<file path="src/rtl/alu_operand_stage_pkg.sv">
// ---------------------------------------------------------------------------
// alu_operand_stage_pkg
// Shared widths, ALU opcode encodings and helper types for the ID/EX operand
// stage that feeds the 16-bit ALU.
// No ports (package).
// ---------------------------------------------------------------------------
package alu_operand_stage_pkg;

  localparam int DATA_W  = 16;
  localparam int RADDR_W = 3;
  localparam int OP_W    = 3;

  // Register 0 is hardwired to zero and is never a forwarding target.
  localparam logic [RADDR_W-1:0] REG_ZERO = 3'd0;

  // ALU opcode encodings.
  localparam logic [OP_W-1:0] ALU_ADD  = 3'b000;
  localparam logic [OP_W-1:0] ALU_SUB  = 3'b001;
  localparam logic [OP_W-1:0] ALU_AND  = 3'b010;
  localparam logic [OP_W-1:0] ALU_OR   = 3'b011;
  localparam logic [OP_W-1:0] ALU_XOR  = 3'b100;
  localparam logic [OP_W-1:0] ALU_SLL  = 3'b101;
  localparam logic [OP_W-1:0] ALU_SRL  = 3'b110;
  localparam logic [OP_W-1:0] ALU_PASS = 3'b111;

  typedef logic [DATA_W-1:0]  data_t;
  typedef logic [RADDR_W-1:0] raddr_t;
  typedef logic [OP_W-1:0]    op_t;

  // Control fields carried alongside the operands.
  typedef struct packed {
    raddr_t rd;
    logic   reg_wr;
    logic   mem_rd;
    logic   mem_wr;
    op_t    alu_op;
  } ctrl_t;

  // True when an enabled write port targets the given register index.
  function automatic logic idx_hit(input logic wr, input raddr_t wr_idx, input raddr_t src_idx);
    return wr & (wr_idx == src_idx);
  endfunction

endpackage

</file>
<file path="src/rtl/alu_operand_stage_if.sv">
// ---------------------------------------------------------------------------
// alu_operand_stage_if
// Bundles every non-clock signal of the operand stage: upstream decoded
// instruction handshake, EX/MEM and MEM/WB forwarding sources, flush, and the
// downstream ALU operand/control handshake.
//   slave  : view taken by the stage itself
//   master : view taken by the surrounding pipeline (or a testbench)
// ---------------------------------------------------------------------------
interface alu_operand_stage_if;
  import alu_operand_stage_pkg::*;

  // Upstream decoded instruction
  logic   in_valid;
  logic   in_ready;
  raddr_t in_rs1;
  raddr_t in_rs2;
  raddr_t in_rd;
  data_t  in_rdata1;
  data_t  in_rdata2;
  data_t  in_imm;
  logic   in_use_imm;
  op_t    in_alu_op;
  logic   in_reg_wr;
  logic   in_mem_rd;
  logic   in_mem_wr;

  // Forwarding sources
  logic   exm_wr;
  raddr_t exm_rd;
  data_t  exm_data;
  logic   wb_wr;
  raddr_t wb_rd;
  data_t  wb_data;

  logic   flush;

  // Downstream ALU side
  logic   out_valid;
  logic   out_ready;
  data_t  data1;
  data_t  data2;
  op_t    alu_op;
  raddr_t out_rd;
  logic   out_reg_wr;
  logic   out_mem_rd;
  logic   out_mem_wr;
  data_t  out_st_data;
  logic   hazard_stall;

  modport slave (
    input  in_valid, in_rs1, in_rs2, in_rd, in_rdata1, in_rdata2, in_imm,
           in_use_imm, in_alu_op, in_reg_wr, in_mem_rd, in_mem_wr,
           exm_wr, exm_rd, exm_data, wb_wr, wb_rd, wb_data, flush, out_ready,
    output in_ready, out_valid, data1, data2, alu_op, out_rd, out_reg_wr,
           out_mem_rd, out_mem_wr, out_st_data, hazard_stall
  );

  modport master (
    output in_valid, in_rs1, in_rs2, in_rd, in_rdata1, in_rdata2, in_imm,
           in_use_imm, in_alu_op, in_reg_wr, in_mem_rd, in_mem_wr,
           exm_wr, exm_rd, exm_data, wb_wr, wb_rd, wb_data, flush, out_ready,
    input  in_ready, out_valid, data1, data2, alu_op, out_rd, out_reg_wr,
           out_mem_rd, out_mem_wr, out_st_data, hazard_stall
  );

endinterface

</file>
<file path="src/rtl/alu_operand_stage_operand_fwd_mux.sv">
// ---------------------------------------------------------------------------
// alu_operand_stage_operand_fwd_mux
// Resolves one source operand: register 0 reads as zero, otherwise the EX/MEM
// result wins over the MEM/WB result, which wins over the fallback data.
//   i_rs                 source register index
//   i_rf_data            fallback value (register file read or held operand)
//   i_exm_wr/_rd/_data   EX/MEM forwarding port
//   i_wb_wr/_rd/_data    MEM/WB forwarding port
//   o_data               resolved operand
// ---------------------------------------------------------------------------
module alu_operand_stage_operand_fwd_mux
  import alu_operand_stage_pkg::*;
(
  input  raddr_t i_rs,
  input  data_t  i_rf_data,
  input  logic   i_exm_wr,
  input  raddr_t i_exm_rd,
  input  data_t  i_exm_data,
  input  logic   i_wb_wr,
  input  raddr_t i_wb_rd,
  input  data_t  i_wb_data,
  output data_t  o_data
);

  // Pick the youngest in-flight producer of the source register.
  always_comb begin
    o_data = i_rf_data;
    if (i_rs == REG_ZERO) begin
      o_data = {DATA_W{1'b0}};
    end else if (idx_hit(i_exm_wr, i_exm_rd, i_rs)) begin
      o_data = i_exm_data;
    end else if (idx_hit(i_wb_wr, i_wb_rd, i_rs)) begin
      o_data = i_wb_data;
    end else begin
      o_data = i_rf_data;
    end
  end

endmodule

</file>
<file path="src/rtl/alu_operand_stage.sv">
// ---------------------------------------------------------------------------
// alu_operand_stage
// ID/EX register stage in front of the 16-bit ALU. Accepts a decoded
// instruction on a valid/ready handshake, resolves both operands with
// EX/MEM > MEM/WB > register-file priority, selects the immediate for data2,
// inserts a bubble on a load-use hazard, and supports backpressure and flush.
//   clk  : rising-edge clock
//   rst  : synchronous active-high reset
//   bus  : alu_operand_stage_if.slave (all handshake, forwarding and outputs)
// ---------------------------------------------------------------------------
module alu_operand_stage
  import alu_operand_stage_pkg::*;
(
  input logic                  clk,
  input logic                  rst,
  alu_operand_stage_if.slave   bus
);

  logic   r_valid;
  data_t  r_data1;
  data_t  r_data2;
  data_t  r_st_data;
  ctrl_t  r_ctrl;
  raddr_t r_rs1;
  raddr_t r_rs2;
  logic   r_use_imm;

  data_t  w_in_op1;
  data_t  w_in_op2;
  data_t  w_hold_op1;
  data_t  w_hold_op2;
  logic   w_rd_hit1;
  logic   w_rd_hit2;
  logic   w_hazard;
  logic   w_in_ready;
  logic   w_accept;
  logic   w_hold;

  // Operands of the incoming instruction.
  alu_operand_stage_operand_fwd_mux u_in_op1 (
    .i_rs(bus.in_rs1), .i_rf_data(bus.in_rdata1),
    .i_exm_wr(bus.exm_wr), .i_exm_rd(bus.exm_rd), .i_exm_data(bus.exm_data),
    .i_wb_wr(bus.wb_wr), .i_wb_rd(bus.wb_rd), .i_wb_data(bus.wb_data),
    .o_data(w_in_op1)
  );

  alu_operand_stage_operand_fwd_mux u_in_op2 (
    .i_rs(bus.in_rs2), .i_rf_data(bus.in_rdata2),
    .i_exm_wr(bus.exm_wr), .i_exm_rd(bus.exm_rd), .i_exm_data(bus.exm_data),
    .i_wb_wr(bus.wb_wr), .i_wb_rd(bus.wb_rd), .i_wb_data(bus.wb_data),
    .o_data(w_in_op2)
  );

  // Held operands refreshed from producers that complete while stalled.
  // The stored values are the fallback, so no match keeps them unchanged.
  alu_operand_stage_operand_fwd_mux u_hold_op1 (
    .i_rs(r_rs1), .i_rf_data(r_data1),
    .i_exm_wr(bus.exm_wr), .i_exm_rd(bus.exm_rd), .i_exm_data(bus.exm_data),
    .i_wb_wr(bus.wb_wr), .i_wb_rd(bus.wb_rd), .i_wb_data(bus.wb_data),
    .o_data(w_hold_op1)
  );

  // out_st_data always holds the rs2 register value, even when data2 is the immediate.
  alu_operand_stage_operand_fwd_mux u_hold_op2 (
    .i_rs(r_rs2), .i_rf_data(r_st_data),
    .i_exm_wr(bus.exm_wr), .i_exm_rd(bus.exm_rd), .i_exm_data(bus.exm_data),
    .i_wb_wr(bus.wb_wr), .i_wb_rd(bus.wb_rd), .i_wb_data(bus.wb_data),
    .o_data(w_hold_op2)
  );

  // Load-use detection against the held load, plus the accept/hold decisions.
  // A store needs rs2 as data even when data2 carries the address immediate.
  always_comb begin
    w_rd_hit1  = (r_ctrl.rd == bus.in_rs1);
    w_rd_hit2  = (r_ctrl.rd == bus.in_rs2) & (~bus.in_use_imm | bus.in_mem_wr);
    w_hazard   = bus.in_valid & r_valid & r_ctrl.mem_rd & (r_ctrl.rd != REG_ZERO) &
                 (w_rd_hit1 | w_rd_hit2);
    w_in_ready = (~r_valid | bus.out_ready) & ~w_hazard & ~bus.flush;
    w_accept   = bus.in_valid & w_in_ready;
    w_hold     = r_valid & ~bus.out_ready;
  end

  // Pipeline register: flush beats accept beats hold; otherwise emit a bubble.
  always_ff @(posedge clk) begin
    if (rst) begin
      r_valid   <= 1'b0;
      r_data1   <= {DATA_W{1'b0}};
      r_data2   <= {DATA_W{1'b0}};
      r_st_data <= {DATA_W{1'b0}};
      r_ctrl    <= '{rd: 3'd0, reg_wr: 1'b0, mem_rd: 1'b0, mem_wr: 1'b0, alu_op: 3'd0};
      r_rs1     <= 3'd0;
      r_rs2     <= 3'd0;
      r_use_imm <= 1'b0;
    end else if (bus.flush) begin
      r_valid       <= 1'b0;
      r_ctrl.reg_wr <= 1'b0;
      r_ctrl.mem_rd <= 1'b0;
      r_ctrl.mem_wr <= 1'b0;
    end else if (w_accept) begin
      r_valid   <= 1'b1;
      r_data1   <= w_in_op1;
      r_data2   <= bus.in_use_imm ? bus.in_imm : w_in_op2;
      r_st_data <= w_in_op2;
      r_ctrl    <= '{rd: bus.in_rd, reg_wr: bus.in_reg_wr, mem_rd: bus.in_mem_rd,
                     mem_wr: bus.in_mem_wr, alu_op: bus.in_alu_op};
      r_rs1     <= bus.in_rs1;
      r_rs2     <= bus.in_rs2;
      r_use_imm <= bus.in_use_imm;
    end else if (w_hold) begin
      r_data1   <= w_hold_op1;
      r_data2   <= r_use_imm ? r_data2 : w_hold_op2;
      r_st_data <= w_hold_op2;
    end else begin
      r_valid       <= 1'b0;
      r_ctrl.reg_wr <= 1'b0;
      r_ctrl.mem_rd <= 1'b0;
      r_ctrl.mem_wr <= 1'b0;
    end
  end

  assign bus.in_ready     = w_in_ready;
  assign bus.hazard_stall = w_hazard;
  assign bus.out_valid    = r_valid;
  assign bus.data1        = r_data1;
  assign bus.data2        = r_data2;
  assign bus.out_st_data  = r_st_data;
  assign bus.alu_op       = r_ctrl.alu_op;
  assign bus.out_rd       = r_ctrl.rd;
  assign bus.out_reg_wr   = r_ctrl.reg_wr;
  assign bus.out_mem_rd   = r_ctrl.mem_rd;
  assign bus.out_mem_wr   = r_ctrl.mem_wr;

endmodule

</file>
<file path="src/flat_wrapper.sv">
// flat-port wrapper written by rule: the top's interface ports become plain ports
module alu_operand_stage_flat import alu_operand_stage_pkg::*;
  (clk, rst, bus_in_valid, bus_in_rs1, bus_in_rs2, bus_in_rd, bus_in_rdata1, bus_in_rdata2, bus_in_imm, bus_in_use_imm, bus_in_alu_op, bus_in_reg_wr, bus_in_mem_rd, bus_in_mem_wr, bus_exm_wr, bus_exm_rd, bus_exm_data, bus_wb_wr, bus_wb_rd, bus_wb_data, bus_flush, bus_out_ready, bus_in_ready, bus_out_valid, bus_data1, bus_data2, bus_alu_op, bus_out_rd, bus_out_reg_wr, bus_out_mem_rd, bus_out_mem_wr, bus_out_st_data, bus_hazard_stall);
  alu_operand_stage_if bus_i ();
  input logic clk;
  input logic rst;
  input wire logic [$bits(bus_i.in_valid)-1:0] bus_in_valid;
  input wire logic [$bits(bus_i.in_rs1)-1:0] bus_in_rs1;
  input wire logic [$bits(bus_i.in_rs2)-1:0] bus_in_rs2;
  input wire logic [$bits(bus_i.in_rd)-1:0] bus_in_rd;
  input wire logic [$bits(bus_i.in_rdata1)-1:0] bus_in_rdata1;
  input wire logic [$bits(bus_i.in_rdata2)-1:0] bus_in_rdata2;
  input wire logic [$bits(bus_i.in_imm)-1:0] bus_in_imm;
  input wire logic [$bits(bus_i.in_use_imm)-1:0] bus_in_use_imm;
  input wire logic [$bits(bus_i.in_alu_op)-1:0] bus_in_alu_op;
  input wire logic [$bits(bus_i.in_reg_wr)-1:0] bus_in_reg_wr;
  input wire logic [$bits(bus_i.in_mem_rd)-1:0] bus_in_mem_rd;
  input wire logic [$bits(bus_i.in_mem_wr)-1:0] bus_in_mem_wr;
  input wire logic [$bits(bus_i.exm_wr)-1:0] bus_exm_wr;
  input wire logic [$bits(bus_i.exm_rd)-1:0] bus_exm_rd;
  input wire logic [$bits(bus_i.exm_data)-1:0] bus_exm_data;
  input wire logic [$bits(bus_i.wb_wr)-1:0] bus_wb_wr;
  input wire logic [$bits(bus_i.wb_rd)-1:0] bus_wb_rd;
  input wire logic [$bits(bus_i.wb_data)-1:0] bus_wb_data;
  input wire logic [$bits(bus_i.flush)-1:0] bus_flush;
  input wire logic [$bits(bus_i.out_ready)-1:0] bus_out_ready;
  output wire logic [$bits(bus_i.in_ready)-1:0] bus_in_ready;
  output wire logic [$bits(bus_i.out_valid)-1:0] bus_out_valid;
  output wire logic [$bits(bus_i.data1)-1:0] bus_data1;
  output wire logic [$bits(bus_i.data2)-1:0] bus_data2;
  output wire logic [$bits(bus_i.alu_op)-1:0] bus_alu_op;
  output wire logic [$bits(bus_i.out_rd)-1:0] bus_out_rd;
  output wire logic [$bits(bus_i.out_reg_wr)-1:0] bus_out_reg_wr;
  output wire logic [$bits(bus_i.out_mem_rd)-1:0] bus_out_mem_rd;
  output wire logic [$bits(bus_i.out_mem_wr)-1:0] bus_out_mem_wr;
  output wire logic [$bits(bus_i.out_st_data)-1:0] bus_out_st_data;
  output wire logic [$bits(bus_i.hazard_stall)-1:0] bus_hazard_stall;
  assign bus_i.in_valid = bus_in_valid;
  assign bus_i.in_rs1 = bus_in_rs1;
  assign bus_i.in_rs2 = bus_in_rs2;
  assign bus_i.in_rd = bus_in_rd;
  assign bus_i.in_rdata1 = bus_in_rdata1;
  assign bus_i.in_rdata2 = bus_in_rdata2;
  assign bus_i.in_imm = bus_in_imm;
  assign bus_i.in_use_imm = bus_in_use_imm;
  assign bus_i.in_alu_op = bus_in_alu_op;
  assign bus_i.in_reg_wr = bus_in_reg_wr;
  assign bus_i.in_mem_rd = bus_in_mem_rd;
  assign bus_i.in_mem_wr = bus_in_mem_wr;
  assign bus_i.exm_wr = bus_exm_wr;
  assign bus_i.exm_rd = bus_exm_rd;
  assign bus_i.exm_data = bus_exm_data;
  assign bus_i.wb_wr = bus_wb_wr;
  assign bus_i.wb_rd = bus_wb_rd;
  assign bus_i.wb_data = bus_wb_data;
  assign bus_i.flush = bus_flush;
  assign bus_i.out_ready = bus_out_ready;
  assign bus_in_ready = bus_i.in_ready;
  assign bus_out_valid = bus_i.out_valid;
  assign bus_data1 = bus_i.data1;
  assign bus_data2 = bus_i.data2;
  assign bus_alu_op = bus_i.alu_op;
  assign bus_out_rd = bus_i.out_rd;
  assign bus_out_reg_wr = bus_i.out_reg_wr;
  assign bus_out_mem_rd = bus_i.out_mem_rd;
  assign bus_out_mem_wr = bus_i.out_mem_wr;
  assign bus_out_st_data = bus_i.out_st_data;
  assign bus_hazard_stall = bus_i.hazard_stall;
  alu_operand_stage u_core (.clk(clk), .rst(rst), .bus(bus_i));
endmodule
</file>
<file path="config.mk">
export PLATFORM = sky130hd
export DESIGN_NAME = alu_operand_stage_flat
export DESIGN_NICKNAME = d
export VERILOG_FILES = /design/src/rtl/alu_operand_stage_pkg.sv /design/src/rtl/alu_operand_stage_if.sv /design/src/rtl/alu_operand_stage_operand_fwd_mux.sv /design/src/rtl/alu_operand_stage.sv /design/src/flat_wrapper.sv
export SDC_FILE = /design/constraint.sdc
export NUM_CORES = 1
export LEC_CHECK = 0
export BUFFER_PORTS_ARGS = -buffer_cell sky130_fd_sc_hd__buf_4
export CAP_MARGIN = 5
export CORE_UTILIZATION = 52
export CTS_CLUSTER_DIAMETER = 200
export CTS_CLUSTER_SIZE = 25
export DETAILED_ROUTE_END_ITERATION = 8
export PLACE_DENSITY = 0.93
export SYNTH_ARGS = -nofsm -noshare
export SYNTH_HDL_FRONTEND = slang
export SYNTH_HIERARCHICAL = 1
export SYNTH_SLANG_ARGS = --single-unit
</file>
<file path="constraint.sdc">
create_clock -name clk -period 2.4 [get_ports clk]
set_input_delay 0.48 -clock clk [delete_from_list [all_inputs] [get_ports clk]]
set_output_delay 0.48 -clock clk [all_outputs]
set_load 0.005 [all_outputs]
</file>
==> run_results.csv, run 1 <==
group,metric,value,unit
critical_path,worstSetupStartpointType,"flop",
critical_path,worstPathRequired,1.92,ns
critical_path,path_cells,"o311ai_1 -> a21oi_4 -> and2_1 -> nor3_1 -> buf_4",
placed_design,portBuffers,168,
placed_design,gp_congestion,0.904,
global_route,grt_pass1_wl,27100,um
sta,hold_viol,0,
power_and_ir_drop,peakVddDrop,0.307,mV
synthesis,async_flop_share,0,
critical_path,crit_type,"reg -> out",
cells_and_area,nFillCells,713,
synthesis,synth_cells,589,
global_route,grt-ovfl-total,0,
floorplan,placementRows,35,
synthesis,synth_seq_area_share,0.262,
cts,ctsHoldBuffers,0,
critical_path,worstRegToRegCells,7,
sta,finalCriticalPeriod,2.29,ns
critical_path,cp_top_family,"compound AO/OA/AOI/OAI gates",
sta,skew,0.0121,ns
synthesis,synth_fa_ha_area_frac,0,
detailed_routing,via_per_inst,6.19,
detailed_routing,drtAntennaViolNets,0,
placed_design,dp_hpwl,12800,um
floorplan,fp.dieW,99.7,um
floorplan,die_y,99.7,um
detailed_routing,detail_route.first_pass.iterations,5,
synthesis,synth_top_family_by_area,"compound AO/OA/AOI/OAI gates",
sta,rsz0062_at_grt,"no",
sta,setup_violations,0,
critical_path,regToRegSetupSlack,0.44,ns
cells_and_area,final_area,6480,um^2
cells_and_area,fin_nets,845,
synthesis,synth_fp_nets,698,
synthesis,synthDistinctLibCells,42,
sta,slew_headroom,0.540,
synthesis,synthSimpleGateAreaFrac,0.129,
detailed_routing,drt_iter0_markers,488,
synthesis,synth-compound-area-share,0.307,
floorplan,start_util,0.537,
synthesis,syn_area,4960,um^2
cts,cts-root-buf,"clkbuf_8",
synthesis,synthFlopType,"dfxtp_1",
power_and_ir_drop,leakage,0.00315,uW
global_route,grt_max_degree,44,
critical_path,end_kind,"primary output",
status,status,"complete, no violations",
critical_path,crit_path_max_incr_delay,0.48,ns
synthesis,synth_xor_area_frac,0.0529,
cells_and_area,register_area,1300,um^2
min_path,hp-start,"bus_in_reg_wr",
min_path,min_path_cells,2,
min_path,hold_path_class,"in -> reg",
cells_and_area,multi_input_area,3380,um^2
detailed_routing,via_count,5386,
cts,cts_made_buffers,9,
run,maxCapViolations,0,
sta,max_freq,436,MHz
cts,clockBufferDepth,2,
cells_and_area,area_growth,30.6,%
floorplan,die_area,9940,um^2
cts,path_clk_slew,0.08,ns
detailed_routing,routedWlPerCell,20.5,um
synthesis,synth-seq-cells,65,
critical_path,worstReg2RegStart,"u_core/r_rs2[2]",
critical_path,cp_num_buf_inv,1,
cells_and_area,layout-drive-gt1-share,0.325,
critical_path,path_max_fanout,7,
cells_and_area,final_core_util,0.701,
critical_path,critPathArrivalTime,1.81,ns
cts,cts-resized-gates,0,
cts,clock-sinks,65,
sta,finalMaxSlewViolations,0,
global_route,first_global_vias,4896,
sta,final.period_utilization,0.955,
synthesis,postSynthAreaPerCell,8.43,um^2
cts,cts_max_level,3,
synthesis,synth_edf_count,0,
detailed_routing,drt_wl_total,17900,um
cells_and_area,antennaDiodeCount,0,
floorplan,pin_count,169,
global_route,track_usage,0.350,
detailed_routing,drc_errors,0,
cts,postCtsSetupBuffers,0,
cts,cts_tree,"done",
sta,worst_slew_pin_slew,0.690,ns
critical_path,cp_slowest_cell,"o311ai_1",
critical_path,reg2reg_to,"u_core/bus.data2[11]",
sta,setup_tns,0,ns
synthesis,synthMuxAreaShare,0.190,
power_and_ir_drop,p_per_area,476,nW/um^2
min_path,hold_end,"u_core/bus.out_reg_wr",
floorplan,core_area,9240,um^2
placed_design,post_dp_cell_area,6280,um^2
synthesis,yosys_warnings,6,
cts,clk_latency,0.34,ns
global_route,grt_antenna_before_repair,0,
how the worst max path moves through the flow:
| stage | cells after the start | slack (ns) | startpoint | endpoint |
|---|---|---|---|---|
| 3_3_place_gp | 9 | 0.19 | bus_in_rs2[0] | u_core/bus.data2[15] |
| 4_1_cts | 6 | 0.08 | u_core/bus.out_rd[1] | bus_in_ready |
| 2_1_floorplan | 7 | 0.52 | bus_in_rs2[0] | u_core/bus.data2[14] |
| 3_5_place_dp | 9 | 0.18 | bus_in_rs2[2] | u_core/bus.data2[11] |
| 5_1_grt | 5 | 0.007 | u_core/bus.out_rd[2] | bus_in_ready |
| 6_report | 5 | 0.11 | u_core/bus.out_rd[2] | bus_in_ready |
synthesized netlist by cell type, types with 2 or more instances:
library cell | count | area share
nand4_4 | 4 | 0.017
a211oi_2 | 5 | 0.013
dfxtp_1 | 65 | 0.26
a21oi_1 | 64 | 0.065
nor2_2 | 2 | 0.0025
nor2b_1 | 15 | 0.019
a211oi_1 | 10 | 0.015
xnor2_1 | 30 | 0.053
buf_1 | 4 | 0.0030
mux2i_1 | 94 | 0.19
o21ai_0 | 90 | 0.091
buf_4 | 2 | 0.0030
buf_6 | 11 | 0.025
nor2_1 | 66 | 0.050
o211a_1 | 15 | 0.030
and2_1 | 3 | 0.0038
nand4_1 | 4 | 0.0050
o221a_1 | 13 | 0.029
nand2_1 | 3 | 0.0023
a32o_1 | 3 | 0.0061
nor3_1 | 2 | 0.0020
or3_1 | 4 | 0.0050
o221a_2 | 19 | 0.043
nand2b_1 | 12 | 0.015
clkbuf_1 | 29 | 0.022
buf_2 | 4 | 0.0040
worst reg2reg max path: stages, from the launching register on:
cell	delay, ns
dfxtp_1	0.36
xnor2_1	0.29
nand4_4	0.12
buf_4	0.25
mux2i_1	0.16
a21oi_1	0.31
mux2i_1	0.14
a211oi_1	0.25
kinds of logic (layout without fill, tap and decap cells):
| group | count (synthesis) | after routing |
|---|---|---|
| AO/OA/AOI/OAI | 227 | 227 |
| buffers and inverters | 53 | 205 |
| AND/OR/NAND/NOR | 120 | 120 |
| XOR/XNOR | 30 | 30 |
| flip-flops | 65 | 65 |
| multiplexers | 94 | 94 |
cell usage in the layout, fill, tap and decap left out, types with 11 or more instances in the layout:
cell / count
a21oi_1: 64
buf_4: 184
clkbuf_8: 11
dfxtp_1: 65
mux2i_1: 94
nand2b_1: 12
nor2_1: 66
nor2b_1: 15
o211a_1: 15
o21ai_0: 90
o221a_1: 13
o221a_2: 19
xnor2_1: 30
state kept, by name, indices dropped and copies added (netlist names):
| name | count |
|---|---|
| u_core/bus.alu_op | 3 |
| u_core/bus.data1 | 16 |
| u_core/bus.data2 | 16 |
| u_core/bus.out_mem_rd | 1 |
| u_core/bus.out_mem_wr | 1 |
| u_core/bus.out_rd | 3 |
| u_core/bus.out_reg_wr | 1 |
| u_core/bus.out_st_data | 16 |
| u_core/bus.out_valid | 1 |
| u_core/r_rs1 | 3 |
| u_core/r_rs2 | 3 |
| u_core/r_use_imm | 1 |
per-layer routing:
metal,up-vias,GRT usage,part of all wire
li1,2491,-,-
met4,0,0.107,0.015
met3,29,0.0562,0.097
met5,-,0,0
met1,2512,0.486,0.41
met2,354,0.556,0.48
cell type report:
| cell class | instances | area share |
|---|---|---|
| clock inverters | 5 | 0.00599 |
| flip-flops and latches | 65 | 0.201 |
| multi-input cells | 471 | 0.521 |
| clock buffers | 11 | 0.0234 |
| inverters | 2 | 0.00116 |
| well taps | 129 | 0.0249 |
| repair buffers | 187 | 0.222 |
report_power, final:
part	leakage [uW]	switching, uW	total, uW	internal (uW)
clock network	0.0000842	474	910	435
registers	0.000535	72.3	1230	1150
logic	0.00253	487	949	463
total	0.00315	1030	3080	2050
through the flow:
| stage | setup WS (ns) | hold WS [ns] | power, uW | instances |
|---|---|---|---|---|
| after global placement | 0.186 | 0.458 | 2150 | 854 |
| after global routing | 0.00664 | 0.378 | 3200 | 870 |
| after detailed placement | 0.182 | 0.470 | 2170 | 854 |
| after floorplan | 0.525 | 0.466 | 1750 | 589 |
| after CTS | 0.0834 | 0.372 | 3070 | 870 |
| final | 0.109 | 0.383 | 3080 | 870 |
(Power assumes the default switching activity.)
==> run 2: changes to the inputs <==
--- a/config.mk
+++ b/config.mk
@@ -7,11 +7,13 @@
 export LEC_CHECK = 0
 export BUFFER_PORTS_ARGS = -buffer_cell sky130_fd_sc_hd__buf_4
 export CAP_MARGIN = 5
-export CORE_UTILIZATION = 52
+export CELL_PAD_IN_SITES_DETAIL_PLACEMENT = 2
+export CELL_PAD_IN_SITES_GLOBAL_PLACEMENT = 2
+export CORE_UTILIZATION = 29
 export CTS_CLUSTER_DIAMETER = 200
 export CTS_CLUSTER_SIZE = 25
 export DETAILED_ROUTE_END_ITERATION = 8
-export PLACE_DENSITY = 0.93
+export PLACE_DENSITY = 0.92
 export SYNTH_ARGS = -nofsm -noshare
 export SYNTH_HDL_FRONTEND = slang
 export SYNTH_HIERARCHICAL = 1
==> run 2 against run 1 <==
  * Critical path depth is the same
  * Count of clock-buffer cells in the layout rose by 1
  * Non-clock buffer count grew 1
  * Power grew 14%
  * Clock skew decreased by 0.0021 ns
  * Sequential power about the same
  * Combinational power rose by 6%
  * First-iteration DRC count down 25%
  * Core utilization is 30 points lower
  * Global-route usage decreased by 7.5 points
  * Critical endpoint unchanged
  * Largest power group is now the clock network
==> run_results.csv, run 2 (synthesized netlist as in run 1, its figures left out) <==
group,metric,value,unit
cts,cts-root-buf,"clkbuf_16",
floorplan,fp.dieW,133,um
sta,setup_violations,0,
critical_path,worstRegToRegCells,7,
global_route,grt_antenna_before_repair,0,
cts,postCtsSetupBuffers,0,
critical_path,end_kind,"primary output",
cts,cts_max_level,3,
detailed_routing,detail_route.first_pass.iterations,5,
detailed_routing,drc_errors,0,
cells_and_area,layout_commonest_cell,"buf_4",
placed_design,portBuffers,168,
cts,cts_tree,"done",
detailed_routing,drt_wl_total,24100,um
detailed_routing,drtAntennaViolNets,0,
power_and_ir_drop,leakage,0.00322,uW
cts,clk_latency,0.34,ns
global_route,grt_max_degree,45,
sta,skew,0.00994,ns
critical_path,path_cells,"o311ai_1 -> a21oi_4 -> and2_1 -> nor3_1 -> buf_4",
cts,clock-sinks,65,
cells_and_area,area_growth,35.1,%
cells_and_area,fin_nets,846,
critical_path,worstSetupStartpointType,"flop",
global_route,track_usage,0.275,
min_path,hp-start,"bus_in_reg_wr",
sta,worst_slew_pin_slew,0.689,ns
floorplan,pin_count,169,
run,maxCapViolations,0,
floorplan,placementRows,47,
floorplan,start_util,0.298,
detailed_routing,via_count,5475,
sta,final.period_utilization,0.955,
placed_design,place_worst_setup_slack,0.0257,ns
sta,finalWorstSetupSlack,0.108,ns
min_path,min_path_cells,2,
critical_path,cp_slowest_cell,"o311ai_1",
cells_and_area,layout-drive-gt1-share,0.325,
global_route,grt-ovfl-total,0,
power_and_ir_drop,peakVddDrop,0.367,mV
cells_and_area,layout_common_cells,"buf_4, mux2i_1, o21ai_0",
floorplan,die_area,17600,um^2
status,status,"complete, no violations",
sta,finalMaxSlewViolations,0,
critical_path,crit_path_max_incr_delay,0.49,ns
sta,hold_viol,0,
cts,clockBufferDepth,2,
detailed_routing,routedWlPerCell,25.1,um
placed_design,dp_hpwl,17700,um
floorplan,core_area,16600,um^2
detailed_routing,drt_iter0_markers,367,
critical_path,worstReg2RegStart,"u_core/r_rs2[0]",
min_path,hold_path_class,"in -> reg",
cts,ctsHoldBuffers,0,
cts,cts-resized-gates,0,
global_route,first_global_vias,6132,
detailed_routing,via_per_inst,5.69,
global_route,grt_pass1_wl,36900,um
floorplan,die_y,133,um
critical_path,critPathArrivalTime,1.81,ns
critical_path,crit_type,"reg -> out",
sta,slew_headroom,0.541,
sta,setup_tns,0,ns
cts,cts_made_buffers,9,
power_and_ir_drop,p_per_area,525,nW/um^2
critical_path,startpoint,"u_core/bus.out_rd[2]",
cells_and_area,antennaDiodeCount,0,
sta,max_freq,436,MHz
placed_design,gp_congestion,0.909,
cts,path_clk_slew,0.06,ns
critical_path,path_max_fanout,6,
critical_path,worstPathRequired,1.92,ns
sta,finalCriticalPeriod,2.29,ns
sta,rsz0062_at_grt,"no",
run 2: cell types whose count changed in the layout (fill, tap and decap cells not counted):
cell / previous run / this run
clkbuf_16: 0 / 9
clkbuf_8: 11 / 2
clkinvlp_4: 4 / 0
clkinv_2: 0 / 2
clkinv_4: 0 / 2
buf_12: 3 / 4
clkbuf_1: 0 / 1
inv_6: 1 / 0
run 2: worst max-delay path: cells and delay by family (launching register included):
| family | cells | cell delay, ns |
|---|---|---|
| compound gates | 2 | 0.59 |
| buf+inv | 1 | 0.14 |
| flops | 1 | 0.37 |
| simple gates | 2 | 0.37 |
run 2: cell type report:
class	instances	area [um^2]
clock buffer	12	256
clock inverter	4	27.5
fill	1877	9930
inverter	2	7.51
multi-input combinational	471	3380
sequential	65	1300
tap	220	275
timing repair buffer	188	1460
run 2: through the flow:
step	cell area [um^2]	total power, uW	std cells	utilization	hold WS (ns)
after floorplan	4960	1750	589	-	0.466
after global placement	6420	2190	946	0.386	0.458
after detailed placement	6420	2250	946	0.386	0.473
after CTS	6700	3530	962	0.403	0.377
after global routing	6710	3650	962	0.403	0.386
final	6710	3520	962	0.403	0.386
run 2: final timing paths:
check	to	slack (ns)
worst max register to register	u_core/bus.data2[15]	0.31
worst min-delay path	u_core/bus.out_reg_wr	0.39
worst min register to register	u_core/bus.out_reg_wr	0.49
worst max-delay path	bus_in_ready	0.11
run 2: per-layer routing:
metal  vias to the layer above  share of wire  GRT usage
met2                       201           0.49      0.465
met5                         -              0          0
li1                       2483              -          -
met3                        45          0.048     0.0352
met4                         0          0.034      0.129
met1                      2746           0.42      0.345
run 2: where the power goes:
part           switching [uW]  internal, uW
logic                     544           468
clock network             519           756
registers                81.0          1160
